==> src/rtl/hazard_if.sv <==
// Pipeline-side signal bundle of the MIPS hazard controller.
// master: the pipeline datapath, which supplies register ids and control bits.
// slave:  hazard_ctrl, which returns forwarding selects, stall/flush enables and status.
interface hazard_if;
  logic [4:0] Rs_D;
  logic [4:0] Rt_D;
  logic [4:0] Rs_E;
  logic [4:0] Rt_E;
  logic [4:0] WriteReg_E;
  logic [4:0] WriteReg_M;
  logic [4:0] WriteReg_W;
  logic       RegWrite_E;
  logic       RegWrite_M;
  logic       RegWrite_W;
  logic       MemtoReg_E;
  logic       MemtoReg_M;
  logic       Branch_D;
  logic [1:0] PCSrc_D;
  logic       dmem_wait_M;
  logic       ForwardA_D;
  logic       ForwardB_D;
  logic [1:0] ForwardA_E;
  logic [1:0] ForwardB_E;
  logic       StallF;
  logic       StallD;
  logic       StallE;
  logic       StallM;
  logic       FlushD;
  logic       FlushE;
  logic       FlushW;
  logic [1:0] hz_state;
  logic       wait_timeout;

  modport master (
    output Rs_D, Rt_D, Rs_E, Rt_E, WriteReg_E, WriteReg_M, WriteReg_W,
           RegWrite_E, RegWrite_M, RegWrite_W, MemtoReg_E, MemtoReg_M,
           Branch_D, PCSrc_D, dmem_wait_M,
    input  ForwardA_D, ForwardB_D, ForwardA_E, ForwardB_E,
           StallF, StallD, StallE, StallM, FlushD, FlushE, FlushW,
           hz_state, wait_timeout
  );

  modport slave (
    input  Rs_D, Rt_D, Rs_E, Rt_E, WriteReg_E, WriteReg_M, WriteReg_W,
           RegWrite_E, RegWrite_M, RegWrite_W, MemtoReg_E, MemtoReg_M,
           Branch_D, PCSrc_D, dmem_wait_M,
    output ForwardA_D, ForwardB_D, ForwardA_E, ForwardB_E,
           StallF, StallD, StallE, StallM, FlushD, FlushE, FlushW,
           hz_state, wait_timeout
  );
endinterface

==> src/rtl/hazard_ctrl.sv <==
// Hazard and pipeline-sequencing controller for the 5-stage MIPS pipeline.
// Forwarding selects and stall/flush enables are combinational; the hazard
// class is registered into hz_state and a watchdog flags endless memory waits.
// Optional build macro HAZARD_PERF_CNT_EN adds stall_cycles / flush_count.
module hazard_ctrl #(
  parameter int unsigned MAX_WAIT = 16
) (
  input  logic        clk,
  input  logic        reset,
  hazard_if.slave     hif
`ifdef HAZARD_PERF_CNT_EN
  ,
  output logic [31:0] stall_cycles,
  output logic [15:0] flush_count
`endif
);

  typedef enum logic [1:0] {
    HZ_RUN     = 2'd0,
    HZ_LDUSE   = 2'd1,
    HZ_BRSTALL = 2'd2,
    HZ_MEMWAIT = 2'd3
  } hz_e;

  localparam logic [7:0] MAX_W8 = 8'(MAX_WAIT);

  hz_e        hz_state_d, hz_state_q;
  logic [7:0] wait_cnt_d, wait_cnt_q;
  logic       wait_timeout_d, wait_timeout_q;
  logic       ld_use, br_dep_e, br_dep_m;

  // Operand forwarding; register 0 never forwards, memory stage beats writeback.
  always_comb begin
    hif.ForwardA_D = (hif.Rs_D != '0) && (hif.Rs_D == hif.WriteReg_M) && hif.RegWrite_M;
    hif.ForwardB_D = (hif.Rt_D != '0) && (hif.Rt_D == hif.WriteReg_M) && hif.RegWrite_M;

    hif.ForwardA_E = 2'b00;
    if ((hif.Rs_E != '0) && (hif.Rs_E == hif.WriteReg_M) && hif.RegWrite_M)
      hif.ForwardA_E = 2'b10;
    else if ((hif.Rs_E != '0) && (hif.Rs_E == hif.WriteReg_W) && hif.RegWrite_W)
      hif.ForwardA_E = 2'b01;

    hif.ForwardB_E = 2'b00;
    if ((hif.Rt_E != '0) && (hif.Rt_E == hif.WriteReg_M) && hif.RegWrite_M)
      hif.ForwardB_E = 2'b10;
    else if ((hif.Rt_E != '0) && (hif.Rt_E == hif.WriteReg_W) && hif.RegWrite_W)
      hif.ForwardB_E = 2'b01;
  end

  // Hazard classification in priority order and the stall/flush enables it implies.
  always_comb begin
    ld_use   = hif.MemtoReg_E && (hif.WriteReg_E != '0) &&
               ((hif.WriteReg_E == hif.Rs_D) || (hif.WriteReg_E == hif.Rt_D));
    br_dep_e = hif.RegWrite_E && (hif.WriteReg_E != '0) &&
               ((hif.WriteReg_E == hif.Rs_D) || (hif.WriteReg_E == hif.Rt_D));
    br_dep_m = hif.MemtoReg_M && (hif.WriteReg_M != '0) &&
               ((hif.WriteReg_M == hif.Rs_D) || (hif.WriteReg_M == hif.Rt_D));

    hz_state_d = HZ_RUN;
    if (hif.dmem_wait_M)
      hz_state_d = HZ_MEMWAIT;
    else if (ld_use)
      hz_state_d = HZ_LDUSE;
    else if (hif.Branch_D && (br_dep_e || br_dep_m))
      hz_state_d = HZ_BRSTALL;

    hif.StallF = 1'b0;
    hif.StallD = 1'b0;
    hif.StallE = 1'b0;
    hif.StallM = 1'b0;
    hif.FlushD = 1'b0;
    hif.FlushE = 1'b0;
    hif.FlushW = 1'b0;
    unique case (hz_state_d)
      HZ_MEMWAIT: begin
        hif.StallF = 1'b1;
        hif.StallD = 1'b1;
        hif.StallE = 1'b1;
        hif.StallM = 1'b1;
        hif.FlushW = 1'b1;
      end
      HZ_LDUSE, HZ_BRSTALL: begin
        hif.StallF = 1'b1;
        hif.StallD = 1'b1;
        hif.FlushE = 1'b1;
      end
      default: begin
        // Redirects are only honoured when decode is not held.
        hif.FlushD = (hif.PCSrc_D != 2'b00);
      end
    endcase
  end

  // Watchdog next state: count consecutive wait cycles, saturate, latch the timeout.
  always_comb begin
    wait_cnt_d     = '0;
    wait_timeout_d = wait_timeout_q;
    if (hz_state_d == HZ_MEMWAIT) begin
      wait_cnt_d = (wait_cnt_q == MAX_W8) ? wait_cnt_q : wait_cnt_q + 8'd1;
      if (wait_cnt_q == MAX_W8 - 8'd1)
        wait_timeout_d = 1'b1;
    end
  end

  // Hazard class and watchdog registers.
  always_ff @(posedge clk or posedge reset) begin
    if (reset) begin
      hz_state_q     <= HZ_RUN;
      wait_cnt_q     <= '0;
      wait_timeout_q <= 1'b0;
    end else begin
      hz_state_q     <= hz_state_d;
      wait_cnt_q     <= wait_cnt_d;
      wait_timeout_q <= wait_timeout_d;
    end
  end

  assign hif.hz_state     = hz_state_q;
  assign hif.wait_timeout = wait_timeout_q;

`ifdef HAZARD_PERF_CNT_EN
  logic [31:0] stall_cycles_d, stall_cycles_q;
  logic [15:0] flush_count_d, flush_count_q;

  // Performance counters: wrap naturally at their width.
  always_comb begin
    stall_cycles_d = stall_cycles_q + {31'd0, hif.StallF};
    flush_count_d  = flush_count_q + {15'd0, (hif.FlushD | hif.FlushE)};
  end

  // Performance counter registers.
  always_ff @(posedge clk or posedge reset) begin
    if (reset) begin
      stall_cycles_q <= '0;
      flush_count_q  <= '0;
    end else begin
      stall_cycles_q <= stall_cycles_d;
      flush_count_q  <= flush_count_d;
    end
  end

  assign stall_cycles = stall_cycles_q;
  assign flush_count  = flush_count_q;
`endif

endmodule

==> src/flat_wrapper.sv <==
// flat-port wrapper written by rule: the top's interface ports become plain ports
module hazard_ctrl_flat 
#(
  parameter int unsigned MAX_WAIT = 16
)
  (clk, reset, hif_Rs_D, hif_Rt_D, hif_Rs_E, hif_Rt_E, hif_WriteReg_E, hif_WriteReg_M, hif_WriteReg_W, hif_RegWrite_E, hif_RegWrite_M, hif_RegWrite_W, hif_MemtoReg_E, hif_MemtoReg_M, hif_Branch_D, hif_PCSrc_D, hif_dmem_wait_M, hif_ForwardA_D, hif_ForwardB_D, hif_ForwardA_E, hif_ForwardB_E, hif_StallF, hif_StallD, hif_StallE, hif_StallM, hif_FlushD, hif_FlushE, hif_FlushW, hif_hz_state, hif_wait_timeout);
  hazard_if hif_i ();
  input  logic clk;
  input  logic reset;
  input wire logic [$bits(hif_i.Rs_D)-1:0] hif_Rs_D;
  input wire logic [$bits(hif_i.Rt_D)-1:0] hif_Rt_D;
  input wire logic [$bits(hif_i.Rs_E)-1:0] hif_Rs_E;
  input wire logic [$bits(hif_i.Rt_E)-1:0] hif_Rt_E;
  input wire logic [$bits(hif_i.WriteReg_E)-1:0] hif_WriteReg_E;
  input wire logic [$bits(hif_i.WriteReg_M)-1:0] hif_WriteReg_M;
  input wire logic [$bits(hif_i.WriteReg_W)-1:0] hif_WriteReg_W;
  input wire logic [$bits(hif_i.RegWrite_E)-1:0] hif_RegWrite_E;
  input wire logic [$bits(hif_i.RegWrite_M)-1:0] hif_RegWrite_M;
  input wire logic [$bits(hif_i.RegWrite_W)-1:0] hif_RegWrite_W;
  input wire logic [$bits(hif_i.MemtoReg_E)-1:0] hif_MemtoReg_E;
  input wire logic [$bits(hif_i.MemtoReg_M)-1:0] hif_MemtoReg_M;
  input wire logic [$bits(hif_i.Branch_D)-1:0] hif_Branch_D;
  input wire logic [$bits(hif_i.PCSrc_D)-1:0] hif_PCSrc_D;
  input wire logic [$bits(hif_i.dmem_wait_M)-1:0] hif_dmem_wait_M;
  output wire logic [$bits(hif_i.ForwardA_D)-1:0] hif_ForwardA_D;
  output wire logic [$bits(hif_i.ForwardB_D)-1:0] hif_ForwardB_D;
  output wire logic [$bits(hif_i.ForwardA_E)-1:0] hif_ForwardA_E;
  output wire logic [$bits(hif_i.ForwardB_E)-1:0] hif_ForwardB_E;
  output wire logic [$bits(hif_i.StallF)-1:0] hif_StallF;
  output wire logic [$bits(hif_i.StallD)-1:0] hif_StallD;
  output wire logic [$bits(hif_i.StallE)-1:0] hif_StallE;
  output wire logic [$bits(hif_i.StallM)-1:0] hif_StallM;
  output wire logic [$bits(hif_i.FlushD)-1:0] hif_FlushD;
  output wire logic [$bits(hif_i.FlushE)-1:0] hif_FlushE;
  output wire logic [$bits(hif_i.FlushW)-1:0] hif_FlushW;
  output wire logic [$bits(hif_i.hz_state)-1:0] hif_hz_state;
  output wire logic [$bits(hif_i.wait_timeout)-1:0] hif_wait_timeout;
  assign hif_i.Rs_D = hif_Rs_D;
  assign hif_i.Rt_D = hif_Rt_D;
  assign hif_i.Rs_E = hif_Rs_E;
  assign hif_i.Rt_E = hif_Rt_E;
  assign hif_i.WriteReg_E = hif_WriteReg_E;
  assign hif_i.WriteReg_M = hif_WriteReg_M;
  assign hif_i.WriteReg_W = hif_WriteReg_W;
  assign hif_i.RegWrite_E = hif_RegWrite_E;
  assign hif_i.RegWrite_M = hif_RegWrite_M;
  assign hif_i.RegWrite_W = hif_RegWrite_W;
  assign hif_i.MemtoReg_E = hif_MemtoReg_E;
  assign hif_i.MemtoReg_M = hif_MemtoReg_M;
  assign hif_i.Branch_D = hif_Branch_D;
  assign hif_i.PCSrc_D = hif_PCSrc_D;
  assign hif_i.dmem_wait_M = hif_dmem_wait_M;
  assign hif_ForwardA_D = hif_i.ForwardA_D;
  assign hif_ForwardB_D = hif_i.ForwardB_D;
  assign hif_ForwardA_E = hif_i.ForwardA_E;
  assign hif_ForwardB_E = hif_i.ForwardB_E;
  assign hif_StallF = hif_i.StallF;
  assign hif_StallD = hif_i.StallD;
  assign hif_StallE = hif_i.StallE;
  assign hif_StallM = hif_i.StallM;
  assign hif_FlushD = hif_i.FlushD;
  assign hif_FlushE = hif_i.FlushE;
  assign hif_FlushW = hif_i.FlushW;
  assign hif_hz_state = hif_i.hz_state;
  assign hif_wait_timeout = hif_i.wait_timeout;
  hazard_ctrl #(.MAX_WAIT(MAX_WAIT)) u_core (.clk(clk), .reset(reset), .hif(hif_i));
endmodule
==> config.mk <==
export PLATFORM = sky130hd
export DESIGN_NAME = hazard_ctrl_flat
export DESIGN_NICKNAME = d
export VERILOG_FILES = /design/src/rtl/hazard_if.sv /design/src/rtl/hazard_ctrl.sv /design/src/flat_wrapper.sv
export SDC_FILE = /design/constraint.sdc
export NUM_CORES = 1
export LEC_CHECK = 0
export BUFFER_PORTS_ARGS = -buffer_cell sky130_fd_sc_hd__buf_2
export CAP_MARGIN = 20
export CORE_ASPECT_RATIO = 1.75
export CORE_UTILIZATION = 25
export DETAILED_ROUTE_END_ITERATION = 12
export SYNTH_ARGS = -nofsm -noshare
export SYNTH_HDL_FRONTEND = slang
export SYNTH_SLANG_ARGS = --single-unit
==> constraint.sdc <==
create_clock -name clk -period 2.29 [get_ports clk]
set_input_delay 0.1145 -clock clk [delete_from_list [all_inputs] [get_ports clk]]
set_output_delay 0.1145 -clock clk [all_outputs]
set_load 0.03 [all_outputs]
Yosys cells after proc, flatten, opt, wreduce, memory -nomap -nowiden:

Cells that the tools add are included.
W data, S select, Z words.

* add/sub/neg operators: 1
* equal/unequal tests: 16
* multiplexer cells: 13
* reduce and logical (&&, ||, !) cells: 32

Operators with widths (number)
* $eq A5 B5 Y1: 10
* $reduce_bool A5 Y1: 6
* $logic_and A1 B1 Y1: 19
* $mux W8: 2
* $mux W2: 5
* $add A8 B1 Y8 const B: 1
* $eq A8 B4 Y1 const B: 1
* $eq A8 B5 Y1 const B: 1
* $mux W1: 6
* $eq A2 B2 Y1 const B: 2
* $logic_or A1 B1 Y1: 3
* $reduce_or A3 Y1: 1
* $eq A2 B1 Y1 const B: 1
* $ne A2 B2 Y1 const B: 1
* $reduce_and A2 Y1: 1
* $reduce_bool A2 Y1: 1
* $reduce_or A2 Y1: 1

* register bits after elaboration: 11
* output and inout port bits: 16
* word-level logic and storage cells: 65

Longest topological paths before layout:

Gate-level depths: netlist (run 1).

* word-level depth: 11
* mapped depth: 9
* gate-level depth less buffers: 8

Worst setup path after synthesis (run 1):

No wires, ideal clock.

* path type: in2out
* start: in hif_WriteReg_M[4]
* end: out hif_ForwardB_E[0]
* data arrival time: 1.957 ns
* required time: 2.176 ns
* path slack: 0.219 ns
* stages: 5
* buffers on the path: 1
* path through: clkbuf_1 > xnor2_1 > nand4_1 > nor4_1 > nor4_1

* cells in the longest elaborated chain, start to end: 4

RTL lines
* from (decl): line flat_wrapper.sv:15 `input wire logic [$bits(hif_i.WriteReg_M)-1:0] hif_WriteReg_M;`
* $eq A5 B5 Y1: line hazard_ctrl.sv:44 `if ((hif.Rt_E != '0) && (hif.Rt_E == hif.WriteReg_M) && hif.RegWrite_M)`
* $logic_and A1 B1 Y1 (2 in a row): line hazard_ctrl.sv:44
* $mux W2: line hazard_ctrl.sv:44
* to (decl): line flat_wrapper.sv:28 `output wire logic [$bits(hif_i.ForwardB_E)-1:0] hif_ForwardB_E;`

Every way passes these cells.

Worst setup path in the final report (run 1):

* start: in hif_WriteReg_M[1]
* end: out hif_FlushE

* cells in the longest elaborated chain, start to end: 11
* elaborated cells on any way between the ends: 15
* those cells by class: 4 x eq/ne; 4 x mux; 7 x reduce/logical

RTL lines
* $eq A5 B5 Y1 / $reduce_bool A5 Y1 (equally long branches): line hazard_ctrl.sv:57, hazard_ctrl.sv:56
* $logic_or A1 B1 Y1 / $logic_and A1 B1 Y1 (equally long branches): line hazard_ctrl.sv:57, hazard_ctrl.sv:56
* $logic_and A1 B1 Y1 *: line hazard_ctrl.sv:56 `br_dep_m = hif.MemtoReg_M && (hif.WriteReg_M != '0) &&`
* $logic_or A1 B1 Y1 *: line hazard_ctrl.sv:64 `else if (hif.Branch_D && (br_dep_e || br_dep_m))`
* $logic_and A1 B1 Y1 *: line hazard_ctrl.sv:64
* $mux W2 *: line hazard_ctrl.sv:64
* $mux W2 *: line hazard_ctrl.sv:62 `else if (ld_use)`
* $mux W2 *: line hazard_ctrl.sv:60 `if (hif.dmem_wait_M)`
* $eq A2 B1 Y1 / $eq A2 B2 Y1 (equally long branches): line hazard_ctrl.sv:74 `unique case (hz_state_d)`
* $reduce_or A2 Y1 *: line hazard_ctrl.sv:74
* $mux W1 *: line hazard_ctrl.sv:74
* to (decl): line flat_wrapper.sv:34 `output wire logic [$bits(hif_i.FlushE)-1:0] hif_FlushE;`

Every way passes the cells marked *; elsewhere a longest branch is shown, timed or not.

==> results of run 1 <==
[sequential cells by signal (all words and copies together) (netlist names)]
signal / count
u_core.wait_cnt_q: 8
u_core.hif.hz_state: 2
u_core.hif.wait_timeout: 1
[cells by family after synthesis]
group                      Yosys count  share of synthesized area [%]
and+or+nand+nor                     50                          23.78
adders and majority gates            3                          3.185
AOI/OAI and AO/OA                   13                          8.493
buffers and inverters               12                          6.262
xor gates and xnor gates            47                          34.93
DFF                                 11                          23.35
[what timing repair did]
item | CTS | global route
hold buffers | 1 | 0
resized for setup | 0 | 1
endpoints found under the hold margin | 11 | 0
setup endpoints to repair | 0 | 1
[metal layers]
metal / track usage, % / vias up / share of wire (%)
li1: - / 579 / -
met1: 12.52 / 526 / 35
met2: 29.22 / 53 / 58
met3: 0.9852 / 4 / 5.1
met4: 4.605 / 0 / 1.5
met5: 0 / - / 0
[final timing paths]
check | endpoint | slack (ns)
setup / recovery | hif_FlushE | 0.29
hold / removal | u_core.hif.hz_state[1] | 0.12
setup reg to reg | u_core.wait_cnt_q[0] | 0.98
hold reg to reg | u_core.hif.wait_timeout | 0.46
max in group asynchronous | u_core.wait_cnt_q[2] | 1.59
min in group asynchronous | u_core.hif.hz_state[1] | 0.41
[layout by cell type, fill, tap and decap left out, types with 2 or more instances in the layout]
| cell | count |
|---|---|
| nor2_1 | 11 |
| xnor2_1 | 28 |
| a21oi_1 | 2 |
| xor2_1 | 19 |
| nor4_1 | 4 |
| nor2b_1 | 3 |
| buf_2 | 61 |
| and3_1 | 3 |
| nand2_1 | 3 |
| and2_1 | 4 |
| ha_1 | 2 |
| clkbuf_8 | 3 |
| or4_1 | 4 |
| nand4_1 | 6 |
| inv_1 | 4 |
| dfrtp_1 | 11 |
| o21ai_0 | 2 |
| nor3_1 | 6 |
| nand3_1 | 3 |
| a21o_1 | 3 |
[cell usage after synthesis]
master	instances	area share (%)
xnor2_1	28	21
xor2_1	19	14
dfrtp_1	11	23
nor2_1	11	3.5
nand4_1	6	3.2
nor3_1	6	2.5
and2_1	4	2.1
inv_1	4	1.3
nor4_1	4	2.1
or4_1	4	2.5
a21o_1	3	1.9
and3_1	3	1.6
buf_4	3	1.9
ha_1	3	3.2
nand2_1	3	0.96
nand3_1	3	1.3
nor2b_1	3	1.6
a21oi_1	2	0.85
buf_6	2	1.9
o21ai_0	2	0.85
a211o_1	1	0.74
a21oi_2	1	0.74
a31o_1	1	0.74
a32oi_1	1	0.74
a41o_1	1	0.85
buf_2	1	0.42
clkbuf_1	1	0.32
clkbuf_2	1	0.42
nand2b_1	1	0.53
nand3_2	1	0.85
o211ai_2	1	1.1
or4_4	1	0.96
[power groups by stage]
stage | registers [mW] | logic, mW | clock network, mW
after CTS | 0.202 | 0.227 | 0.193
after global placement | 0.206 | 0.222 | 0
after detailed placement | 0.206 | 0.224 | 0
final | 0.202 | 0.224 | 0.188
after floorplan | 0.210 | 0.138 | 0
after global routing | 0.203 | 0.252 | 0.201
[layout make-up]
cell class / instances / area [µm²] / area share [%]
inverters: 4 / 15.01 / 0.9709
flip-flops and latches: 11 / 275.3 / 17.80
repair buffers: 62 / 315.3 / 20.39
well taps: 51 / 63.81 / 4.126
multi-input cells: 113 / 832.0 / 53.80
clock buffers: 4 / 45.04 / 2.913
==> impl_results.md, run 1 <==
* Internal power at about 0.42 mW
* Number of detailed-route iterations in the first pass at 4
* Worst-case setup slack after placement at about 0.23 ns
* Cell with the largest stage delay on the worst path: or4_4
* Wire length of the first global-routing pass at 5.202 mm
* Sort of element at the start of the critical path: input pin
* Static Leakage at roughly 0.73 nW
* Status: finished clean
* Headroom to the max-slew limit at between 70 and 80%
* Critical path cell sequence: buf_2 -> or4_4 -> o211ai_2 -> a21oi_2 -> a31o_1 -> a21o_1 -> ha_2 -> buf_2
* Instance count along the most critical hold path at 2
* Required time at the endpoint of the critical path at 2.18 ns
* Summed instance area of the synthesized netlist at about 1200 µm²
* Tightest Pin Transition at around 0.42 ns
* Vias in the first global route at approximately 1300
* Final cell utilization of the core at approximately a third
* Die width at approximately 54 µm
* Clock slew at reported path FFs at ~0.050 ns
* Post-Route Hold Slack at 0.1183 ns
* Least setup slack across all paths after layout at roughly 0.29 ns
* Critical register-to-register path startpoint: u_core.wait_cnt_q[6]
* Placed cell count at 240
* First-iteration detailed-routing DRC count at 21
* Relative contribution of the clock network to total power at a little under a third
* Arrival time at the worst endpoint at about 1.9 ns
* Sw Share at between 30% and 40%
* Clock skew at between 0.0004 and 0.0005 ns
* Most common cell type on the critical path: buf_2
* Avg Inst Size Synth at roughly 8.7 µm²
* Pwr Total at approximately 0.62 mW
* Maximum resistive drop on vdd at between 0.0003 and 0.0004 V
* Final cycle utilization of the critical path at between 80% and 90%
* Clock Root Buffer: clkbuf_8
* Total count of max-transition violations in the final report at 0
* Layout net count at 244
* TritonCTS Buffers at 3
* WL per Instance at 12.85 µm
* Warning count from the yosys run at 0
* Gp weighted congestion at approximately 0.78
* HPWL after DPL at ~2.7 mm
* Floorplan core area at 4484 µm²
* Classification of the worst-slack hold path: input pin to register
* DRT antenna net count at 0
* Layout cells sized above 1 at 35.57%
* Setup repair after global routing missed its margin: no
* Area growth from synthesis to layout at 31.21%
* Part of the total power dissipated in combinational logic at 36.5%
* Hold Violations, Final at 0
* Antenna violations before repair at 0
* Net switching power figure at 0.1967 mW
* Levels on crit path at 8
* Die Footprint at 5004 µm²
* Post-Synthesis Net Count at 185
* Cells on worst reg2reg path at 4
* Final-layout fill cell count at 485
* Average via count per standard cell at around 4.7
* Starting Density at between 20% and 30%
* Crit path largest cell delay at 0.54 ns
* GRT Resource Usage Total at roughly 14%
* Count of H-tree levels built during CTS at 1
* Total Negative Setup Slacks at 0 ns
* Final count of negative-setup-slack endpoints at 0
* DRC errors left at 0
* CP Buf/Inv Count at 2
* # diodes at 0
* Timing startpoint of the critical path: hif_WriteReg_M[1]
* Number of top-level pins at between 60 and 70
* Part of the total power dissipated in sequential elements at 32.9%
* Clk Latency, worst-skew pair at between 0.2 and 0.25 ns
* Detailed-route wire length at ~3.1 mm
* Overall overflow remaining after global route at 0
* Placed standard-cell area at ~1500 µm²
* Total of flip-flops plus latches after synthesis at 11
* Number of buffers on the longest clock path at 2
* Maximum number of pins on one net before global-route repair at 13
* Max Fclk at between 0.4 and 0.5 GHz
* Largest fanout on the critical path at 5
* Sort of element at the end of the critical path: output pin
* Post-CTS setup-driven buffer insertion count at 0
* Final worst path period need at 2.001 ns
* Port-buffer cells at 61
* Post-synthesis cell count at between 100 and 150
* Worst Hold Launch: hif_dmem_wait_M
* Category of cells accounting for the largest share of critical-path delay: compound AO/OA/AOI/OAI gates
* Critical path type: input pin to output pin
* Sequential area share after synthesis at between 20% and 30%
* CTS tree: done
* Number of core rows at 32
* Design Area, Final at around 1500 µm²
* Number of different library cells in the post-synthesis netlist at 32
* CTS sink cnt at 11
* Cell Count, Final, Fillers Out at around 250
* Max cap viols at 0
* Pwr dens at between 300 and 400 nW/µm²
* Routed via count at 1162
* Die Height at 92.83 µm
Note: power is estimated with default switching activity, not from simulation.
==> inputs of run 2 (changes only) <==
- PLACE_DENSITY: unset -> 0.54
==> impl_results.md, run 2 (synthesized netlist as in run 1, its figures left out) <==
* Most common cell type on the critical path: buf_2 (unchanged)
* Antenna violations before repair at 0 (unchanged)
* Sort of element at the end of the critical path: output pin (unchanged)
* Number of detailed-route iterations in the first pass at 4 (unchanged)
* Least setup slack across all paths after layout at 0.2250 ns (was 0.2895 ns)
* Number of top-level pins at 62 (unchanged)
* Hold Violations, Final at 0 (unchanged)
* DRC errors left at 0 (unchanged)
* Net switching power figure at 0.1980 mW (was 0.1967 mW)
* Layout cells sized above 1 at 35.05% (was 35.57%)
* Wire length of the first global-routing pass at 5.223 mm (was 5.202 mm)
* Max cap viols at 0 (unchanged)
* GRT Resource Usage Total at 14.15% (was 14.00%)
* Sort of element at the start of the critical path: input pin (unchanged)
* Vias in the first global route at 1282 (was 1279)
* Setup repair after global routing missed its margin: no (unchanged)
* Register area at 275.3 µm² (unchanged)
* Part of the total power dissipated in combinational logic at 36.4% (was 36.5%)
* Clock Root Buffer: clkbuf_8 (unchanged)
* Final-layout fill cell count at 509 (was 485)
* First-iteration detailed-routing DRC count at 28 (was 21)
* Classification of the worst-slack hold path: input pin to register (unchanged)
* Max Fclk at 0.4843 GHz (was 0.4999 GHz)
* Routed via count at 1201 (was 1162)
* DRT antenna net count at 0 (unchanged)
* Pwr Total at 0.6157 mW (was 0.6150 mW)
* Tightest Pin Transition at 0.4313 ns (was 0.4183 ns)
* WL per Instance at 13.17 µm (was 12.85 µm)
* Headroom to the max-slew limit at 71.22% (was 72.08%)
* # diodes at 0 (unchanged)
* Sw Share at 32.16% (was 31.98%)
* Static Leakage at 0.7332 nW (was 0.7317 nW)
* Pwr dens at 398.8 nW/µm² (was 397.7 nW/µm²)
* TritonCTS Buffers at 3 (unchanged)
* Crit path largest cell delay at 0.36 ns (was 0.54 ns)
* Number of gates resized after cts at 0 (unchanged)
* Post-Route Hold Slack at 0.1032 ns (was 0.1183 ns)
* Final worst path period need at 2.065 ns (was 2.001 ns)
* Die Height at 92.83 µm (unchanged)
* Final cycle utilization of the critical path at 90.17% (was 87.36%)
* Maximum number of pins on one net before global-route repair at 13 (unchanged)
* Critical path cell sequence: buf_2 -> xor2_1 -> nor3_1 -> nand3_2 -> a21oi_2 -> a31o_1 -> a21o_1 -> ha_1 -> buf_2 (was buf_2 -> or4_4 -> o211ai_2 -> a21oi_2 -> a31o_1 -> a21o_1 -> ha_2 -> buf_2)
* HPWL after DPL at 2.793 mm (was 2.722 mm)
* Clock slew at reported path FFs at 0.05 ns (about the same)
* Area of the multi-input gates at 829.5 µm² (was 832.0 µm²)
* Most common cell after layout, fill and taps aside: buf_2 (unchanged)
* CTS tree: done (unchanged)
* Register bank with the most flops: u_core.wait_cnt_q (unchanged)
* Overall overflow remaining after global route at 0 (unchanged)
* Starting Density at 26.28% (unchanged)
* Layout net count at 244 (unchanged)
* Relative contribution of the clock network to total power at 30.6% (about the same)
* Area growth from synthesis to layout at 31.00% (was 31.21%)
* Number of buffers on the longest clock path at 2 (unchanged)
* Count of H-tree levels built during CTS at 1 (unchanged)
* Port-buffer cells at 61 (unchanged)
* CTS sink cnt at 11 (unchanged)
* Floorplan core area at 4484 µm² (unchanged)
* Total Negative Setup Slacks at 0 ns (unchanged)
* Worst-case setup slack after placement at 0.2252 ns (was 0.2336 ns)
* Arrival time at the worst endpoint at 1.95 ns (was 1.89 ns)
* Status: finished clean (unchanged)
* Largest register FFs at 8 (unchanged)
* Required time at the endpoint of the critical path at 2.18 ns (about the same)
* Average via count per standard cell at 4.902 (was 4.743)
* Critical path type: input pin to output pin (unchanged)
* Part of the total power dissipated in sequential elements at 32.9% (about the same)
* Detailed-route wire length at 3.227 mm (was 3.149 mm)
* Final count of negative-setup-slack endpoints at 0 (unchanged)
* Number of core rows at 32 (unchanged)
* Gp weighted congestion at 0.8061 (was 0.7766)
* Cell with the largest stage delay on the worst path: nor3_1 (was or4_4)
* Clock skew at 0.001043 ns (was 0.0004734 ns)
* Highest-count cells in the layout ignoring fill and taps: 61 x buf_2, 28 x xnor2_1, 19 x xor2_1, 11 x nor2_1, 11 x dfrtp_1 (unchanged)
* Internal power at 0.4177 mW (was 0.4183 mW)
* Clk Latency, worst-skew pair at 0.23 ns (about the same)
* Die width at 53.91 µm (unchanged)
* Total count of max-transition violations in the final report at 0 (unchanged)
* Largest fanout on the critical path at 12 (was 5)
* Die Footprint at 5004 µm² (unchanged)
* Maximum resistive drop on vdd at 0.0004328 V (was 0.0003785 V)
## run 2: cell counts in the layout (fill, tap and decap cells not counted)
No cell type changed its count.
## run 2: final timing paths
check                                   startpoint  slack, ns  cells after the start                 endpoint
hold / removal                     hif_dmem_wait_M       0.10                      2   u_core.hif.hz_state[1]
setup / recovery                 hif_WriteReg_M[3]       0.23                      9               hif_StallE
setup reg to reg              u_core.wait_cnt_q[0]       0.96                      5     u_core.wait_cnt_q[6]
min in group asynchronous                    reset       0.42                      3     u_core.wait_cnt_q[7]
hold reg to reg            u_core.hif.wait_timeout       0.46                      1  u_core.hif.wait_timeout
max in group asynchronous                    reset       1.57                      3     u_core.wait_cnt_q[4]
## run 2: per-stage QoR
stage | cells | area [µm²] | util [%]
2_1_floorplan | 136 | 1179 | -
3_3_place_gp | 240 | 1489 | 33.20
3_5_place_dp | 240 | 1489 | 33.20
4_1_cts | 245 | 1544 | 34.43
5_1_grt | 245 | 1544 | 34.43
6_report | 245 | 1544 | 34.43
## run 2: worst max-delay path: cells and delay by family
kind | cells | cell delay [ns]
AOI/OAI and AO/OA | 3 | 0.42
xor gates and xnor gates | 1 | 0.15
adders and majority gates | 1 | 0.34
buffers and inverters | 2 | 0.43
and+or+nand+nor | 2 | 0.50
## run 2: final cells by class
class	count	share of cell area (%)
Sequential cell	11	17.83
Timing Repair Buffer	62	20.42
Clock buffer	4	2.917
Tap cell	51	4.133
Multi-Input combinational cell	113	53.73
Inverter	4	0.9724
## run 2: power by group through the flow
stage / combinational, mW / sequential (mW) / clock, mW
after floorplan: 0.138 / 0.210 / 0
after detailed placement: 0.226 / 0.206 / 0
after CTS: 0.228 / 0.203 / 0.198
after global routing: 0.248 / 0.203 / 0.209
after global placement: 0.224 / 0.206 / 0
final: 0.224 / 0.203 / 0.189
## run 2: timing repair
action | in CTS | in global routing
hold endpoints to repair | 11 | 0
setup buffers | 0 | 0
hold buffers | 1 | 0
setup endpoints to repair | 0 | 0
## run 2: routing by layer
metal	up-vias	global-route usage [%]	routed length [µm]
li1	582	-	-
met1	548	11.20	1014
met2	59	27.88	1821
met3	12	2.135	218
met4	0	9.868	172
met5	-	0	0
